## src/rtl/alu_execute_stage.sv

```systemverilog
`default_nettype none
// ============================================================================
// Module   : alu_execute_stage
// Purpose  : Single-cycle ALU execute stage with operand-B mux, immediate
//            sign extension and a one-deep registered result/valid output.
// Revision : 1.0 - initial release
// ============================================================================
module alu_execute_stage #(
    parameter int DATA_WIDTH = 32,
    parameter int IMM_WIDTH  = 16
) (
    input  logic                  clk,
    input  logic                  reset,
    input  logic                  in_valid,
    input  logic [2:0]            alu_control,
    input  logic                  alu_src,
    input  logic [DATA_WIDTH-1:0] src_a,
    input  logic [DATA_WIDTH-1:0] rd2,
    input  logic [IMM_WIDTH-1:0]  imm,
    output logic [DATA_WIDTH-1:0] sign_imm,
    output logic [DATA_WIDTH-1:0] src_b,
    output logic [DATA_WIDTH-1:0] alu_result,
    output logic                  zero,
    output logic [DATA_WIDTH-1:0] result_q,
    output logic                  zero_q,
    output logic                  out_valid
);

    localparam logic [2:0] c_OP_AND  = 3'b000;
    localparam logic [2:0] c_OP_OR   = 3'b001;
    localparam logic [2:0] c_OP_ADD  = 3'b010;
    localparam logic [2:0] c_OP_ANDN = 3'b100;
    localparam logic [2:0] c_OP_ORN  = 3'b101;
    localparam logic [2:0] c_OP_SUB  = 3'b110;
    localparam logic [2:0] c_OP_SLT  = 3'b111;

    logic [DATA_WIDTH-1:0] w_sign_imm;
    logic [DATA_WIDTH-1:0] w_src_b;
    logic [DATA_WIDTH-1:0] w_alu_result;
    logic                  w_lt;
    logic                  w_zero;

    logic [DATA_WIDTH-1:0] r_result;
    logic                  r_zero;
    logic                  r_valid;

    assign w_sign_imm = {{(DATA_WIDTH-IMM_WIDTH){imm[IMM_WIDTH-1]}}, imm};
    assign w_src_b    = alu_src ? w_sign_imm : rd2;
    assign w_lt       = $signed(src_a) < $signed(w_src_b);

    // Unused opcode 011 falls through to the default and yields zero.
    always_comb begin
        w_alu_result = '0;
        case (alu_control)
            c_OP_AND:  w_alu_result = src_a & w_src_b;
            c_OP_OR:   w_alu_result = src_a | w_src_b;
            c_OP_ADD:  w_alu_result = src_a + w_src_b;
            c_OP_ANDN: w_alu_result = src_a & ~w_src_b;
            c_OP_ORN:  w_alu_result = src_a | ~w_src_b;
            c_OP_SUB:  w_alu_result = src_a - w_src_b;
            c_OP_SLT:  w_alu_result = {{(DATA_WIDTH-1){1'b0}}, w_lt};
            default:   w_alu_result = '0;
        endcase
    end

    assign w_zero = (w_alu_result == '0);

    always_ff @(posedge clk) begin
        if (reset) begin
            r_result <= '0;
            r_zero   <= 1'b0;
            r_valid  <= 1'b0;
        end else begin
            r_valid <= in_valid;
            if (in_valid) begin
                r_result <= w_alu_result;
                r_zero   <= w_zero;
            end
        end
    end

    assign sign_imm   = w_sign_imm;
    assign src_b      = w_src_b;
    assign alu_result = w_alu_result;
    assign zero       = w_zero;
    assign result_q   = r_result;
    assign zero_q     = r_zero;
    assign out_valid  = r_valid;

endmodule
`default_nettype wire

```

## config.mk

```make
export PLATFORM = sky130hd
export DESIGN_NAME = alu_execute_stage
export DESIGN_NICKNAME = d
export VERILOG_FILES = /design/src/rtl/alu_execute_stage.sv
export SDC_FILE = /design/constraint.sdc
export NUM_CORES = 1
export LEC_CHECK = 0
export ABC_AREA = 1
export CAP_MARGIN = 5
export CORE_AREA = 2 2 144 146
export CTS_BUF_LIST = sky130_fd_sc_hd__clkbuf_16
export DETAILED_ROUTE_END_ITERATION = 6
export DIE_AREA = 0 0 146 148
export GPL_TIMING_DRIVEN = 0
export HOLD_SLACK_MARGIN = 0.02
export PLACE_DENSITY = 0.73
export SETUP_SLACK_MARGIN = 0.1
export SYNTH_ARGS = -nofsm -noshare
export SYNTH_HDL_FRONTEND = slang
export SYNTH_SLANG_ARGS = --single-unit
```

## constraint.sdc

```tcl
create_clock -name clk -period 3.6 [get_ports clk]
set_clock_uncertainty 0.15 [all_clocks]
set_input_delay 0.72 -clock clk [delete_from_list [all_inputs] [get_ports clk]]
set_output_delay 0.72 -clock clk [all_outputs]
set_load 0.005 [all_outputs]
```

==> report_table.html <==
<table>
<tr><th>Metric</th><th>Value</th></tr>
<tr><th colspan="2">Status</th></tr>
<tr><td>Result of the run</td><td>finished, violations left</td></tr>
<tr><td>Violations in the final reports</td><td>negative setup slack</td></tr>
<tr><th colspan="2">Synthesis</th></tr>
<tr><td>Portion of netlist area occupied by mux cells</td><td>0%</td></tr>
<tr><td>Post-Syn Area</td><td>0.008285 mm2</td></tr>
<tr><td>#FFs+latches synth</td><td>34</td></tr>
<tr><td>Cell accounting for the most synthesized area</td><td>nand2_1</td></tr>
<tr><td>Most frequent cell after synthesis</td><td>nand2_1</td></tr>
<tr><td>Share of flip-flops with an asynchronous set or reset</td><td>0%</td></tr>
<tr><td>Gate count after technology mapping</td><td>1671</td></tr>
<tr><td>Synth unique cells</td><td>40</td></tr>
<tr><td>Dominant synthesized flop cell</td><td>dfxtp_1</td></tr>
<tr><td>Synth top area share</td><td>27.36%</td></tr>
<tr><td>Most frequent cells after synthesis</td><td>nand2_1, inv_1, nor2_1, nand3_1, ha_1</td></tr>
<tr><td>Fraction of the mapped netlist area in compound gates</td><td>11.82%</td></tr>
<tr><td>Combinational family with the most area after synthesis</td><td>simple AND/OR/NAND/NOR gates</td></tr>
<tr><td>Proportion of synthesized chip area in sequential cells</td><td>8.215%</td></tr>
<tr><td>Count of flip-flops with a built-in enable after synthesis</td><td>0</td></tr>
<tr><td>Top post-synthesis cells by area</td><td>nand2_1, inv_1, ha_1</td></tr>
<tr><td>Post-Synthesis Net Count</td><td>1826</td></tr>
<tr><td>Synth Area in XOR/XNOR</td><td>0.5285%</td></tr>
<tr><td>Simple-gate portion of the synthesized area</td><td>47.64%</td></tr>
<tr><td>Synthesis Warnings</td><td>0</td></tr>
<tr><td>Average cell area after synthesis</td><td>4.958 um2</td></tr>
<tr><td>Synth Area in Adders</td><td>10.57%</td></tr>
<tr><th colspan="2">Timing</th></tr>
<tr><td>Highest clock frequency the design can meet</td><td>223.0 MHz</td></tr>
<tr><td>Share of the clock period used by the worst path after layout</td><td>124.5%</td></tr>
<tr><td>Setup repair after global routing missed its margin</td><td>yes</td></tr>
<tr><td>Worst setup margin</td><td>-0.8834 ns</td></tr>
<tr><td>Hold violation count in the final report</td><td>0</td></tr>
<tr><td>Final count of negative-setup-slack endpoints</td><td>31</td></tr>
<tr><td>Final critical delay including setup and external delays</td><td>4.483 ns</td></tr>
<tr><td>Final-layout setup total negative slack</td><td>-12.91 ns</td></tr>
<tr><td>Transition time at the pin with the least slew margin</td><td>0.9268 ns</td></tr>
<tr><td>Relative slew margins</td><td>38.22%</td></tr>
<tr><td>Final-layout worst hold slack</td><td>0.3248 ns</td></tr>
<tr><td>Max-slew violation count</td><td>0</td></tr>
<tr><th colspan="2">Worst setup path</th></tr>
<tr><td>Kind of cell adding the most delay to the critical path</td><td>simple AND/OR/NAND/NOR gates</td></tr>
<tr><td>Slack of the worst reg-to-reg path</td><td>2.73 ns</td></tr>
<tr><td>Worst Path Max Fanout</td><td>8</td></tr>
<tr><td>Buffers &amp; Inverters on Critical Path</td><td>7</td></tr>
<tr><td>Capture point of the worst reg-to-reg path</td><td>result_q[17]</td></tr>
<tr><td>Endpoint type of the worst setup path</td><td>primary output</td></tr>
<tr><td>Slowest Stage Delay on Critical Path</td><td>0.35 ns</td></tr>
<tr><td>Slowest CP cell</td><td>fa_2</td></tr>
<tr><td>Critical path startpoint category</td><td>input pin</td></tr>
<tr><td>Startpoint of the lowest-slack register-to-register path</td><td>result_q[17]</td></tr>
<tr><td>Data arrival time of the critical path</td><td>3.61 ns</td></tr>
<tr><td>Worst path required time</td><td>2.73 ns</td></tr>
<tr><td>Worst setup path startpoint</td><td>alu_src</td></tr>
<tr><td>Critical setup path kind</td><td>input pin to primary output</td></tr>
<tr><td>Length in cells of the worst reg-to-reg path</td><td>4</td></tr>
<tr><th colspan="2">Worst hold path</th></tr>
<tr><td>Min-Delay Path Class</td><td>register to register</td></tr>
<tr><td>Hold Path Cell Cnt</td><td>2</td></tr>
<tr><td>Hold Crit Start</td><td>result_q[3]</td></tr>
<tr><td>End of the worst hold path</td><td>result_q[3]</td></tr>
<tr><th colspan="2">Placement</th></tr>
<tr><td>Port buffer count</td><td>216</td></tr>
<tr><td>Final Wtd Congestion</td><td>1.011</td></tr>
<tr><td>HPWL after DPL</td><td>31110 um</td></tr>
<tr><td>Dpl ws</td><td>-2.913 ns</td></tr>
<tr><th colspan="2">Final layout</th></tr>
<tr><td># diodes</td><td>0</td></tr>
<tr><td>Fill cell instance count of the final layout</td><td>1552</td></tr>
<tr><td>Ratio of cells with drive above 1 in the final layout</td><td>40.91%</td></tr>
<tr><td>Area of the multi-input gates</td><td>0.008476 mm2</td></tr>
<tr><td>Area of all sequential standard cells</td><td>680.7 um2</td></tr>
<tr><td>Final #Nets</td><td>2227</td></tr>
<tr><td>Area growth, synth to finish</td><td>86.55%</td></tr>
<tr><th colspan="2">Power and ir drop</th></tr>
<tr><td>Worst IR drop on VDD</td><td>0.1960 mV</td></tr>
<tr><td>Total power divided by cell area</td><td>249.5 mW/mm2</td></tr>
<tr><td>Reported leakage power</td><td>8.059 nW</td></tr>
<tr><td>Total Power Consumption</td><td>3.857 mW</td></tr>
<tr><th colspan="2">GRT</th></tr>
<tr><td>Pin count of the biggest net entering global routing</td><td>19</td></tr>
<tr><td>GRT Overall Usage</td><td>37.53%</td></tr>
<tr><td>Number of global-route vias before repair</td><td>11600</td></tr>
<tr><td>Antenna violations before repair</td><td>0</td></tr>
<tr><td>Total grt overflow</td><td>0</td></tr>
<tr><td>First-pass GRT wire length</td><td>63210 um</td></tr>
<tr><th colspan="2">Floorplan</th></tr>
<tr><td>Die width</td><td>146 um</td></tr>
<tr><td>Placement Rows</td><td>52</td></tr>
<tr><td>Die area</td><td>0.02161 mm2</td></tr>
<tr><td>Placeable core region</td><td>0.02004 mm2</td></tr>
<tr><td>Starting utilization of the core area</td><td>41.35%</td></tr>
<tr><td>I/O pin count</td><td>218</td></tr>
<tr><td>Die span in y</td><td>148 um</td></tr>
<tr><th colspan="2">Detailed routing</th></tr>
<tr><td>Initial drt markers</td><td>1063</td></tr>
<tr><td>Number of vias per cell after detailed routing</td><td>5.417</td></tr>
<tr><td>Detailed-route DRC error count</td><td>0</td></tr>
<tr><td>Wire length per cell</td><td>19.51 um</td></tr>
<tr><td>Number of detailed-route iterations in the first pass</td><td>5</td></tr>
<tr><td>Number of nets with antenna violations after routing</td><td>0</td></tr>
<tr><td>Via count</td><td>12690</td></tr>
<tr><td>Total detailed-routing wirelength</td><td>45720 um</td></tr>
<tr><th colspan="2">Clock network</th></tr>
<tr><td>CTS root buf</td><td>clkbuf_16</td></tr>
<tr><td>Clock transition at path regs</td><td>0.06 ns</td></tr>
<tr><td>Num CTS Buffers</td><td>5</td></tr>
<tr><td>Clock Sink Count</td><td>34</td></tr>
<tr><td>Source-to-sink clock delay at the later pin of the worst-skew pair</td><td>0.28 ns</td></tr>
<tr><td>Number of buffers on the longest clock path</td><td>2</td></tr>
<tr><td>Clock tree from TritonCTS</td><td>built</td></tr>
<tr><td>H-tree levels</td><td>2</td></tr>
<tr><th colspan="2">Run</th></tr>
<tr><td>Number of max-cap violations</td><td>0</td></tr>
</table>
==> layer usage <==
metal  vias up  share of wire [%]  track usage [%]  routed length [um]
met5         -                  0                0                   0
met4         0                8.0            22.33                3674
met3       240                8.8            6.358                4017
met2       761                 46            65.12               21050
met1      5814                 37            43.50               16980
li1       5878                  -                -                   -
==> what timing repair did <==
item | in CTS | in global routing
hold buffers | 0 | 0
resized for setup | 701 | 273
pin swaps | 182 | 145
gates cloned | 3 | 3
endpoints found under the setup margin | 81 | 35
buffers inserted | 120 | 58
==> how the worst max path moves through the flow <==
stage	cells past startpoint	slack, ns	to
after floorplan	23	-0.11	zero
after global placement	21	-2.84	zero
after detailed placement	21	-2.91	zero
after CTS	25	-0.71	zero
after global routing	25	-0.94	zero
final	25	-0.88	zero
==> metrics by stage <==
step                instance area, um2  utilization, %  instances
floorplan                         8543               -       1671
global placement                 11040           55.11       2157
detailed placement               11040           55.11       2157
CTS                              14160           70.65       2285
global route                     15460           77.13       2343
finish                           15460           77.13       2343
==> layout by cell type, fill, tap and decap left out, types with 29 or more instances in the layout <==
| cell | instances |
|---|---|
| nand2_1 | 396 |
| inv_1 | 249 |
| buf_4 | 169 |
| clkdlybuf4s50_1 | 153 |
| nand2_2 | 149 |
| nor2_1 | 113 |
| inv_2 | 70 |
| buf_6 | 66 |
| nand3_1 | 63 |
| nand2_4 | 59 |
| nor2_4 | 56 |
| nand3_2 | 50 |
| ha_1 | 36 |
| o21ai_0 | 34 |
| nor2_2 | 34 |
| dfxtp_1 | 34 |
| ha_4 | 29 |
==> where the power goes <==
| group | internal (mW) | total [mW] | leakage [nW] | switching (mW) |
|---|---|---|---|---|
| Sequential | 0.408 | 0.424 | 0.282 | 0.0161 |
| Clock | 0.250 | 0.419 | 0.0724 | 0.169 |
| Combinational | 1.30 | 3.01 | 7.70 | 1.71 |
==> cell type report <==
cell class              instances  area share (%)
plain buffers                  86           5.181
clock buffers                   5          0.8095
clock inverters                 3         0.08095
inverters                     335           8.500
multi-input cells            1216           54.84
flip-flops and latches         34           4.404
well taps                     270           2.186
repair buffers                394           24.00
==> flip-flops by register name, summed over array words and instances, names as in the netlist <==
register   count
out_valid      1
zero_q         1
result_q      32
==> kinds of logic after synthesis <==
family,count (synthesis)
xor+xnor,5
simple gates,977
buf+inv,421
compound gates,165
fa+ha+maj,69
flops,34
==> tightest hold or removal path, cell delays in order (launching register included) <==
cell and delay, ns:
dfxtp_1 0.31, nand3_1 0.07, nand2_1 0.05
No activity file was read; power rests on OpenSTA's default activity.
